### config.mk
export PLATFORM = sky130hd
export DESIGN_NAME = serial_slt_comparator
export DESIGN_NICKNAME = d
export VERILOG_FILES = /design/src/rtl/serial_slt_comparator.sv
export SDC_FILE = /design/constraint.sdc
export NUM_CORES = 1
export LEC_CHECK = 0
export ABC_CLOCK_PERIOD_IN_PS = 2600
export CAP_MARGIN = 40
export CORE_ASPECT_RATIO = 1.25
export CORE_MARGIN = 10
export CORE_UTILIZATION = 46
export DETAILED_ROUTE_END_ITERATION = 6
export PLACE_DENSITY = 0.71
export SKIP_CTS_REPAIR_TIMING = 1
export SYNTH_ARGS = -nofsm -noshare
export SYNTH_HDL_FRONTEND = slang
export SYNTH_SLANG_ARGS = --single-unit
### constraint.sdc
create_clock -name clk -period 2.6 [get_ports clk]
set_input_delay 0.65 -clock clk [delete_from_list [all_inputs] [get_ports clk]]
set_output_delay 0.65 -clock clk [all_outputs]
set_load 0.005 [all_outputs]
### src/rtl/serial_slt_comparator.sv
// serial_slt_comparator
//   Bit-serial magnitude comparator for the ALU SLT/SLTU path. Captures two
//   operands and a signed/unsigned mode on an accepted start, then scans them
//   MSB-first, one bit per cycle, and reports less_than / equal with a
//   one-cycle done pulse.
//
//   Optional build macro: SERIAL_SLT_EARLY_EXIT_EN
//     defined   -> the scan stops on the first differing bit (variable latency)
//     undefined -> every compare takes WIDTH+1 cycles from start to done
//
// Ports
//   clk          rising-edge clock
//   reset        synchronous, active-high reset
//   start        compare request, accepted only in IDLE or DONE
//   signed_mode  1 = two's complement ordering, 0 = unsigned (captured with start)
//   a, b         operands (captured with start)
//   busy         high while the scan is running
//   done         one-cycle pulse when less_than / equal become valid
//   less_than    a < b under the captured mode, held until the next accepted start
//   equal        a == b, held until the next accepted start
module serial_slt_comparator #(
  parameter int unsigned WIDTH = 32,
  parameter int unsigned CNT_W = 6
) (
  input  logic             clk,
  input  logic             reset,
  input  logic             start,
  input  logic             signed_mode,
  input  logic [WIDTH-1:0] a,
  input  logic [WIDTH-1:0] b,
  output logic             busy,
  output logic             done,
  output logic             less_than,
  output logic             equal
);

`ifdef SERIAL_SLT_EARLY_EXIT_EN
  localparam bit EARLY_EXIT = 1'b1;
`else
  localparam bit EARLY_EXIT = 1'b0;
`endif

  localparam logic [CNT_W-1:0] IDX_MSB = CNT_W'(WIDTH - 1);

  typedef enum logic [1:0] {
    S_IDLE    = 2'd0,
    S_COMPARE = 2'd1,
    S_DONE    = 2'd2
  } state_e;

  state_e           state_q, state_d;
  logic [WIDTH-1:0] a_q, a_d;
  logic [WIDTH-1:0] b_q, b_d;
  logic             signed_q, signed_d;
  logic [CNT_W-1:0] idx_q, idx_d;
  logic             decided_q, decided_d;
  logic             lt_r_q, lt_r_d;
  logic             busy_q, busy_d;
  logic             done_q, done_d;
  logic             less_than_q, less_than_d;
  logic             equal_q, equal_d;

  // Bit under examination, picked with a one-hot mask so the index width
  // need not match log2(WIDTH).
  logic             a_bit, b_bit;
  logic             diff_now;
  logic             lt_now;

  assign a_bit    = |(a_q & (WIDTH'(1) << idx_q));
  assign b_bit    = |(b_q & (WIDTH'(1) << idx_q));
  assign diff_now = ~decided_q & (a_bit ^ b_bit);
  // At the sign bit a set bit means negative, hence smaller; elsewhere the
  // operand holding the 0 is the smaller one.
  assign lt_now   = ((idx_q == IDX_MSB) && signed_q) ? a_bit : ~a_bit;

  // State and datapath registers
  always_ff @(posedge clk) begin
    if (reset) begin
      state_q     <= S_IDLE;
      a_q         <= '0;
      b_q         <= '0;
      signed_q    <= 1'b0;
      idx_q       <= '0;
      decided_q   <= 1'b0;
      lt_r_q      <= 1'b0;
      busy_q      <= 1'b0;
      done_q      <= 1'b0;
      less_than_q <= 1'b0;
      equal_q     <= 1'b0;
    end else begin
      state_q     <= state_d;
      a_q         <= a_d;
      b_q         <= b_d;
      signed_q    <= signed_d;
      idx_q       <= idx_d;
      decided_q   <= decided_d;
      lt_r_q      <= lt_r_d;
      busy_q      <= busy_d;
      done_q      <= done_d;
      less_than_q <= less_than_d;
      equal_q     <= equal_d;
    end
  end

  // Next-state and output logic
  always_comb begin
    state_d     = state_q;
    a_d         = a_q;
    b_d         = b_q;
    signed_d    = signed_q;
    idx_d       = idx_q;
    decided_d   = decided_q;
    lt_r_d      = lt_r_q;
    less_than_d = less_than_q;
    equal_d     = equal_q;

    case (state_q)
      S_IDLE, S_DONE: begin
        if (start) begin
          state_d     = S_COMPARE;
          a_d         = a;
          b_d         = b;
          signed_d    = signed_mode;
          idx_d       = IDX_MSB;
          decided_d   = 1'b0;
          lt_r_d      = 1'b0;
          less_than_d = 1'b0;
          equal_d     = 1'b0;
        end else begin
          state_d = S_IDLE;
        end
      end

      S_COMPARE: begin
        if (diff_now) begin
          decided_d = 1'b1;
          lt_r_d    = lt_now;
        end
        idx_d = idx_q - CNT_W'(1);
        if ((idx_q == '0) || (EARLY_EXIT && diff_now)) begin
          state_d     = S_DONE;
          less_than_d = diff_now ? lt_now : lt_r_q;
          equal_d     = ~(decided_q | diff_now);
        end
      end

      default: state_d = S_IDLE;
    endcase

    // Flags are registered copies of the upcoming state, so they are mutually exclusive.
    busy_d = (state_d == S_COMPARE);
    done_d = (state_d == S_DONE);
  end

  assign busy      = busy_q;
  assign done      = done_q;
  assign less_than = less_than_q;
  assign equal     = equal_q;

endmodule

---- After elaboration in Yosys (flattened, before gate mapping) ----
Index checks and enable logic that the tools add are counted.
cells by class
  $add $sub $neg .......................... 1
  equal/unequal tests ..................... 8
  shifts and indexed selects .............. 1
  multiplexer cells ....................... 15
  bitwise operators ....................... 8
  reduce and logical (&&, ||, !) cells .... 11
operators with widths
  operator                                                                count
  32-bit AND                                                              2
  32-bit OR reduction                                                     2
  1-bit by 6-bit left shift with 32-bit output (first input constant)     1
  6-bit one-hot mux with 2 select lines                                   1
  1-bit one-hot mux with 2 select lines                                   4
  1-bit two-way mux                                                       7
  6-bit by 5-bit equality test with 1-bit output (second input constant)  1
  6-bit logical NOT                                                       1
  6-bit two-way mux                                                       1
  2-bit != test (second input constant)                                   3
  3-bit AND reduction                                                     2
  6-bit by 1-bit subtractor with 6-bit output (second input constant)     1
  2-bit by 1-bit equality test with 1-bit output (second input constant)  2
  2-bit equality test (second input constant)                             2
  2-bit one-hot mux with 2 select lines                                   1
  2-bit AND reduction                                                     2
  1-bit NOT                                                               3
  2-bit logical NOT                                                       1
  2-bit two-way mux                                                       1
  2-bit nonzero test                                                      1
  2-bit OR reduction                                                      1
  1-bit AND                                                               1
  1-bit logical AND                                                       1
  1-bit OR                                                                1
  1-bit bitwise XOR                                                       1
storage, ports and cells
  register bits after elaboration ......... 79
  input bits .............................. 68
  output and inout bits ................... 4
  word-level logic and storage cells ...... 55

---- Depth between registers and ports, before layout ----
Gate-level depths: netlist of the first run.
  depth after elaboration ................. 9
  mapped depth ............................ 11
  mapped depth without buffers ............ 9

---- Least setup slack after synthesis of the first run ----
OpenSTA, ideal clock, no wires.
  path type ............................... flip-flop to flip-flop
  from .................................... register idx_q[1]
  to ...................................... register less_than_q (netlist: less_than)
  setup time .............................. 79 ps
  arrival time ............................ 2374 ps
  required time ........................... 2521 ps
  path slack .............................. 148 ps
  stages on the path, launching flop included .. 10
  buffers on the path ..................... 1
  period minus slack after synthesis ...... 2452 ps
  cells stage by stage .................... dfxtp_1 > inv_1 > ha_1 > a222oi_1 > o21ai_1 > a32o_1 > or4_1 > buf_2 > o31a_1 > o221ai_2
on the way
  cells in the longest elaborated chain, start to end .. 8
  elaborated cells on any way between the ends .. 17
  those cells by class .................... eq/ne (2); shift (1); mux (4); bitwise (5); reduce/logical (5)
ends and longest elaborated chain
  element                                                line    RTL
  start: declaration                                     55      logic [CNT_W-1:0] idx_q, idx_d;
  start signal: assignment                               95      idx_q <= idx_d;
  1-bit by 6-bit left shift with 32-bit output           69, 70
  32-bit AND, on equally long branches                   69, 70
  32-bit OR reduction, on equally long branches          69, 70
  1-bit bitwise XOR / 1-bit NOT (equally long branches)  71, 74
  1-bit AND / 1-bit two-way mux (equally long branches)  71, 74
  1-bit two-way mux                                      --
  1-bit two-way mux                                      140     if ((idx_q == '0) || (EARLY_EXIT && diff_now)) begin
  1-bit one-hot mux with 2 select lines                  117     case (state_q)
  end signal: assignment                                 100     less_than_q <= less_than_d;
  end: declaration                                       60      logic less_than_q, less_than_d;
Parallel ways exist; a longest one is shown, timed or not. The select of a mux whose other input is x is not followed.
A chain may end at the register's enable or synchronous reset.

---- Worst setup path after layout of the first run ----
  from .................................... register idx_q[0]
  to ...................................... register equal_q (netlist: equal)
on the way
  cells in the longest elaborated chain, start to end .. 9
  elaborated cells on any way between the ends .. 14
  those cells by class .................... eq/ne (1); shift (1); mux (2); bitwise (6); reduce/logical (4)
ends and longest elaborated chain
  element                                        line    RTL
  1-bit by 6-bit left shift with 32-bit output   69, 70
  32-bit AND, on equally long branches           69, 70
  32-bit OR reduction, on equally long branches  69, 70
  1-bit bitwise XOR                              71      assign diff_now = ~decided_q & (a_bit ^ b_bit);
  1-bit AND                                      71
  1-bit OR                                       143     equal_d = ~(decided_q | diff_now);
  1-bit NOT                                      143
  1-bit two-way mux                              140
  1-bit one-hot mux with 2 select lines          117
  end signal: assignment                         101     equal_q <= equal_d;
  end: declaration                               61      logic equal_q, equal_d;
Parallel ways exist; a longest one is shown, timed or not. The select of a mux whose other input is x is not followed.

==> results of run 1 <==
==> layer usage <==
layer / vias up / share of wire (%)
met3: 23 / 5.9
met4: 0 / 2.7
li1: 1751 / -
met1: 1622 / 41
met2: 120 / 51
met5: - / 0
==> report_power, final <==
group | total [mW] | internal, mW | switching (mW)
Clock | 1.03 | 0.573 | 0.457
Combinational | 0.637 | 0.321 | 0.316
Sequential | 1.38 | 1.29 | 0.0816
==> final timing paths <==
check,endpoint,start
max,equal,idx_q[0]
min,a_q[18],a_q[18]
max reg2reg,equal,idx_q[0]
min reg2reg,a_q[18],a_q[18]
==> Yosys cell counts (2+ instances only) <==
cell type,number
sky130_fd_sc_hd__buf_6,5
sky130_fd_sc_hd__nand3b_1,2
sky130_fd_sc_hd__o211ai_1,2
sky130_fd_sc_hd__mux4_2,2
sky130_fd_sc_hd__and4b_1,2
sky130_fd_sc_hd__buf_2,5
sky130_fd_sc_hd__a31oi_1,2
sky130_fd_sc_hd__nand4_1,9
sky130_fd_sc_hd__nor2b_1,5
sky130_fd_sc_hd__and3_1,3
sky130_fd_sc_hd__nand2_1,141
sky130_fd_sc_hd__a211oi_1,5
sky130_fd_sc_hd__and2_1,2
sky130_fd_sc_hd__nor2_1,11
sky130_fd_sc_hd__a21oi_1,74
sky130_fd_sc_hd__o21ai_1,2
sky130_fd_sc_hd__clkbuf_1,26
sky130_fd_sc_hd__nand3_1,6
sky130_fd_sc_hd__dfxtp_1,79
sky130_fd_sc_hd__nor4bb_1,2
sky130_fd_sc_hd__nand2b_1,3
sky130_fd_sc_hd__a22oi_1,14
sky130_fd_sc_hd__nor3_1,7
sky130_fd_sc_hd__and3b_1,2
sky130_fd_sc_hd__ha_1,5
sky130_fd_sc_hd__nor4_1,2
sky130_fd_sc_hd__a32o_1,2
sky130_fd_sc_hd__nand4b_1,4
sky130_fd_sc_hd__inv_1,4
sky130_fd_sc_hd__o21ai_0,6
==> area by class of cell <==
type                    count  area, µm²
repair buffers             98      928.4
multi-input cells         339       1924
clock inverters             6      92.59
inverters                   4      22.52
flip-flops and latches     79       1589
fillers                   702       2934
well taps                  95      118.9
clock buffers              10      137.6
==> cell usage in the layout, fill, tap and decap left out, drive strengths merged, types with 3 or more instances in the layout <==
master         synthesis  routed
nand2                141     141
dfxtp                 79      79
a21oi                 74      74
clkdlybuf4s50          0      70
buf                   12      28
a22oi                 14      14
nor2                  12      12
clkbuf                27      10
nand4                  9       9
o21ai                  8       8
nor3                   7       7
nand3                  6       6
a211oi                 5       5
nor2b                  5       5
ha                     5       5
inv                    4       5
nand4b                 4       4
and3                   3       3
nand2b                 3       3
==> sequential cells by signal, summed over array words and instances (netlist names) <==
register   cells
equal          1
b_q           32
busy           1
decided_q      1
idx_q          6
less_than      1
lt_r_q         1
signed_q       1
state_q        2
done           1
a_q           32
==> worst max-delay path: stages (launching register included) <==
cell                       delay (ns)
sky130_fd_sc_hd__dfxtp_4         0.40
sky130_fd_sc_hd__inv_4           0.06
sky130_fd_sc_hd__ha_4            0.16
sky130_fd_sc_hd__buf_6           0.13
sky130_fd_sc_hd__a221oi_2        0.23
sky130_fd_sc_hd__a21oi_1         0.06
sky130_fd_sc_hd__a32o_2          0.25
sky130_fd_sc_hd__or4_4           0.53
sky130_fd_sc_hd__nor2_4          0.19
sky130_fd_sc_hd__xnor2_4         0.09
sky130_fd_sc_hd__o41ai_2         0.31
==> stage by stage <==
step	total power [mW]	utilization, %	hold WS, ns	setup TNS [ns]	cell area [µm²]
floorplan	1.724	-	0.4312	0	3625
global placement	1.936	57.01	0.4464	0	4417
detailed placement	1.950	57.01	0.4511	-0.1239	4417
CTS	2.966	59.98	0.4620	-0.2046	4647
global route	3.184	62.13	0.4776	-0.08959	4813
finish	3.044	62.13	0.4619	0	4813
==> kinds of logic after synthesis <==
family          after synthesis
xor+xnor                      1
simple gates                207
compound gates              123
buf+inv                      43
mux                           3
fa+ha+maj                     5
flops                        79
==> key figures, run 1 <==
Routing
  – Total number of vias: 3516
  – Routed length per instance: between 15 and 20 µm
  – Total detailed-routing wirelength: 9981 µm
  – Final routed DRC violation total: 0
  – Antenna viol nets, final: 0
  – Length of the first detailed-routing pass in iterations: 5
  – Via count normalized by instance count: 5.572
  – Initial drt markers: 232

Clock tree
  – CTS tree: built
  – Clock root buffer: sky130_fd_sc_hd__clkbuf_8
  – H-Tree Depth: 3
  – Latest clock arrival within the worst-skew pair: 0.35 ns
  – Clock slew at reported path FFs: 0.08 ns
  – Maximum number of buffers from clock root to sink: 2
  – Number of sinks on the clock net: between 70 and 80
  – Clock buffer count from CTS: 9

Logic synthesis
  – Gate Count Post-Synth: about 460
  – Distinct cells, synth: 57
  – Share of the yosys chip area belonging to registers: a little over two fifths
  – Cells taking the most area after synthesis: sky130_fd_sc_hd__dfxtp_1 (44%), sky130_fd_sc_hd__nand2_1 (15%), sky130_fd_sc_hd__a21oi_1 (10%)
  – Register bit total from synthesis: around 80
  – Number of warning messages in the yosys log: 0
  – Synthesized netlist net count: around 530
  – Post-synthesis instance area: about 3600 µm²
  – Share of the synthesized netlist area taken by xor and xnor gates: less than 1%
  – Fraction of synthesized cell area taken by the top area cell type: a little over two fifths
  – Post-synthesis share of cell area spent on full adders, half adders and majority gates: under 10%
  – Simple-gate share of the synthesized area: between 20% and 30%
  – Library cell occupying the most area in the post-synthesis netlist: sky130_fd_sc_hd__dfxtp_1
  – Portion of netlist area occupied by mux cells: 1.553%
  – Commonest register cell after synthesis: sky130_fd_sc_hd__dfxtp_1
  – Compound-Gate Fraction of Synth Area: between 20% and 30%
  – Fraction of synthesis flops using an asynchronous set or reset pin: 0%
  – Number of flops mapped to enable cells by yosys: 0
  – Combinational family with the most area after synthesis: simple AND/OR/NAND/NOR gates
  – Mean post-synth cell area: about 7.9 µm²

Timing
  – Final min period: between 2 and 3 ns
  – Unrepaired setup endpoints after global routing: yes
  – Worst-case headroom to the max-slew limit: between 50 and 60%
  – Number of failing setup endpoints in the final timing report: 0
  – Number of slew-limit violations in the final report: 0
  – Smallest setup slack after layout: about 0.07 ns
  – Final Skew: between 0.009 and 0.01 ns
  – Worst Max-Slew Pin Slew: 0.6275 ns
  – Maximum clock frequency: a little under 400 MHz
  – Number of hold violations in the final report: 0
  – Part of the cycle the worst path needs: around 97%

Critical path
  – Flop-to-flop setup slack: about 0.07 ns
  – Setup Crit Path Kind: register to register
  – Crit path required time: ~2.9 ns
  – Kind of start point of the critical path: register
  – Arrival time of the worst setup path: roughly 2.8 ns
  – Biggest fanout along the worst timing path: 8
  – Reg2reg path depth: 10
  – Type of element capturing the critical path: register

Global routing
  – Vias in the first global route: approximately 3500
  – Number of antenna violations at the first check in global routing: 0
  – Fraction of met2 tracks used by global routing: ~29%
  – Grt met3 use: under 10%
  – Overall overflow remaining after global route: 0
  – Global Route Usage Sum: between 15 and 20%
  – Met1 usage in global routing: 18.63%
  – Busiest layer in global routing: met2
  – First-pass GRT wire length: 16410 µm
  – Maximum number of pins on one net before global-route repair: 40

Placed design
  – Placer Congestion: 0.9170
  – HPWL reported at the end of detailed placement: 7461 µm
  – Post-placement cell count: roughly 610
  – Input/output buffers: 71
  – Worst setup slack before clock tree synthesis: -0.05517 ns

Die
  – Width of the die: just under 100 µm
  – Number of top-level design ports: 72
  – Core Rows: 36
  – Starting density of the core: 46.79%
  – Floorplan core area: around 7700 µm²
  – Floorplan die height: 119.2 µm
  – Die Area: roughly 12000 µm²

Layout
  – Count of non-filler cells in the finished layout: ~630
  – Share of layout cells above drive strength 1: between 10 and 15%
  – Number of diodes: 0
  – Nets: roughly 600
  – Area growth from synthesis to final layout: 32.79%

Pwr
  – Leakage power summed over all cells: roughly 1.8 nW
  – Cell area power density: ~630 nW/µm²
  – Worst VDD drop: 0.3908 mV

Flow run
  – Max-cap violations: 0

Min path
  – Worst Hold Path Cells: 2
  – Hold crit path type: register to register

Run status
  – Status: completed
No activity file was read; power rests on OpenSTA's default activity.
==> inputs of run 2 (changes only) <==
- ABC_CLOCK_PERIOD_IN_PS: 2600 -> 2490
- CORE_UTILIZATION: 46 -> 50
- PLACE_DENSITY: 0.71 -> 0.74
- clock period: 2.6 -> 2.49 ns (I/O delays scaled with it)
==> run 2 against run 1 <==
  * Register-to-register slack barely moved
  * Largest power group unchanged
  * Worst hold slack got worse by 0.0051 ns
  * Sequential power rose by 4%
  * Largest cell class unchanged
==> key figures, run 2 (synthesized netlist as in run 1, its figures left out) <==
Routing
  – Total number of vias: 3497 (was 3516)
  – Via count normalized by instance count: 5.560 (was 5.572)
  – Length of the first detailed-routing pass in iterations: 5 (unchanged)
  – Final routed DRC violation total: 0 (unchanged)
  – Total detailed-routing wirelength: 9977 µm (was 9981 µm)
  – Initial drt markers: 235 (was 232)
  – Routed length per instance: 15.86 µm (was 15.82 µm)
  – Antenna viol nets, final: 0 (unchanged)

Timing
  – Number of slew-limit violations in the final report: 0 (unchanged)
  – Smallest setup slack after layout: 0.07063 ns (was 0.07131 ns)
  – Worst-case headroom to the max-slew limit: 57.66% (was 57.85%)
  – Maximum clock frequency: 413.3 MHz (was 395.5 MHz)
  – Final Skew: 0.01001 ns (was 0.009514 ns)
  – Unrepaired setup endpoints after global routing: yes (unchanged)
  – Worst Max-Slew Pin Slew: 0.6350 ns (was 0.6275 ns)
  – Final min period: 2.419 ns (was 2.529 ns)
  – Number of failing setup endpoints in the final timing report: 0 (unchanged)
  – Part of the cycle the worst path needs: 97.16% (was 97.26%)
  – Number of hold violations in the final report: 0 (unchanged)

Flow run
  – Max-cap violations: 0 (unchanged)

Clock tree
  – Clock slew at reported path FFs: 0.08 ns (about the same)
  – CTS tree: built (unchanged)
  – Number of sinks on the clock net: 79 (unchanged)
  – Clock buffer count from CTS: 9 (unchanged)
  – Maximum number of buffers from clock root to sink: 2 (unchanged)
  – Clock root buffer: sky130_fd_sc_hd__clkbuf_8 (unchanged)
  – H-Tree Depth: 3 (unchanged)
  – Latest clock arrival within the worst-skew pair: 0.36 ns (was 0.35 ns)

Placed design
  – Placer Congestion: 0.8996 (was 0.9170)
  – Cell area reported after detailed placement: 4473 µm² (was 4417 µm²)
  – Input/output buffers: 71 (unchanged)
  – Worst setup slack before clock tree synthesis: -0.1980 ns (was -0.05517 ns)
  – HPWL reported at the end of detailed placement: 7489 µm (was 7461 µm)

Global routing
  – Number of antenna violations at the first check in global routing: 0 (unchanged)
  – Overall overflow remaining after global route: 0 (unchanged)
  – Maximum number of pins on one net before global-route repair: 40 (unchanged)
  – Vias in the first global route: 3527 (was 3539)
  – First-pass GRT wire length: 16420 µm (was 16410 µm)
  – Global Route Usage Sum: 18.32% (was 16.33%)

Critical path
  – Biggest fanout along the worst timing path: 9 (was 8)
  – Crit path required time: 2.72 ns (was 2.86 ns)
  – Arrival time of the worst setup path: 2.65 ns (was 2.78 ns)
  – Flop-to-flop setup slack: 0.07 ns (about the same)
  – Type of element capturing the critical path: register (unchanged)
  – Setup Crit Path Kind: register to register (unchanged)
  – Kind of start point of the critical path: register (unchanged)

Pwr
  – Leakage power summed over all cells: 1.775 nW (was 1.793 nW)
  – Worst VDD drop: 0.5158 mV (was 0.3908 mV)
  – Cell area power density: 649.5 nW/µm² (was 632.3 nW/µm²)

Layout
  – Number of diodes: 0 (unchanged)
  – Share of layout cells above drive strength 1: 13.36% (was 12.87%)
  – Final design instance area without fill: 4768 µm² (was 4813 µm²)
  – Area growth from synthesis to final layout: 31.55% (was 32.79%)
  – Final standard cell utilization of the core: 67.93% (was 62.13%)
  – Nets: 607 (was 604)
  – Largest registers: a_q x32, b_q x32, idx_q x6 (unchanged)
  – Most used cells in the layout excluding fill and tap cells: sky130_fd_sc_hd__nand2_1 (141), sky130_fd_sc_hd__dfxtp_1 (77), sky130_fd_sc_hd__a21oi_1 (74) (unchanged)
  – Most common cell after layout, fill and taps aside: sky130_fd_sc_hd__nand2_1 (unchanged)

Run status
  – Status: completed (unchanged)

Min path
  – Hold crit path type: register to register (unchanged)

Die
  – Floorplan die height: 115.2 µm (was 119.2 µm)
  – Floorplan core area: 7019 µm² (was 7747 µm²)
  – Width of the die: 96.16 µm (was 99.40 µm)
  – Starting density of the core: 51.64% (was 46.79%)
  – Number of top-level design ports: 72 (unchanged)
  – Core Rows: 34 (was 36)
  – Die Area: 11080 µm² (was 11850 µm²)
## run 2: worst max-delay path, stage by stage (launching register included)
cell                       delay, ns
sky130_fd_sc_hd__dfxtp_4        0.38
sky130_fd_sc_hd__inv_2          0.08
sky130_fd_sc_hd__ha_4           0.20
sky130_fd_sc_hd__buf_4          0.17
sky130_fd_sc_hd__a221oi_2       0.21
sky130_fd_sc_hd__a21oi_1        0.07
sky130_fd_sc_hd__a32o_2         0.28
sky130_fd_sc_hd__or4_4          0.51
sky130_fd_sc_hd__nor2_4         0.11
sky130_fd_sc_hd__o31a_1         0.18
sky130_fd_sc_hd__o221ai_2       0.11
## run 2: layer usage
metal  GRT usage (%)  wire (µm)  vias to the layer above
met5               0          0                        -
met4           8.374        204                        0
li1                -          -                     1750
met3           4.110        659                       20
met1           19.91       3830                     1621
met2           32.58       5282                      106
## run 2: path summary, 6_finish.rpt
check	from	to	cells past startpoint
worst max-delay path	idx_q[0]	less_than	10
worst max register to register	idx_q[0]	less_than	10
worst min-delay path	b_q[4]	b_q[4]	2
worst min register to register	b_q[4]	b_q[4]	2
## run 2: where the power goes
group          internal (mW)  switching, mW  total, mW  leakage [nW]
sequential              1.35         0.0807       1.43         0.650
combinational          0.319          0.323      0.642          1.02
clock                  0.561          0.461       1.02         0.102
total                   2.23          0.866       3.10          1.77
## run 2: final cells by class
type,count,area (µm²)
fillers,618,2251
multi-input cells,339,1904
flip-flops and latches,79,1589
repair buffers,101,934.6
clock buffers,10,127.6
well taps,90,112.6
clock inverters,6,85.08
inverters,4,15.01
## run 2: metrics by stage
step | std cells | hold WS, ns | total power, mW | setup TNS, ns
floorplan | 461 | 0.4312 | 1.800 | 0
global placement | 613 | 0.4439 | 2.046 | -0.1975
detailed placement | 613 | 0.4459 | 2.062 | -0.6346
CTS | 629 | 0.4570 | 3.074 | -0.7260
global route | 629 | 0.4855 | 3.247 | -0.09810
finish | 629 | 0.4568 | 3.097 | 0
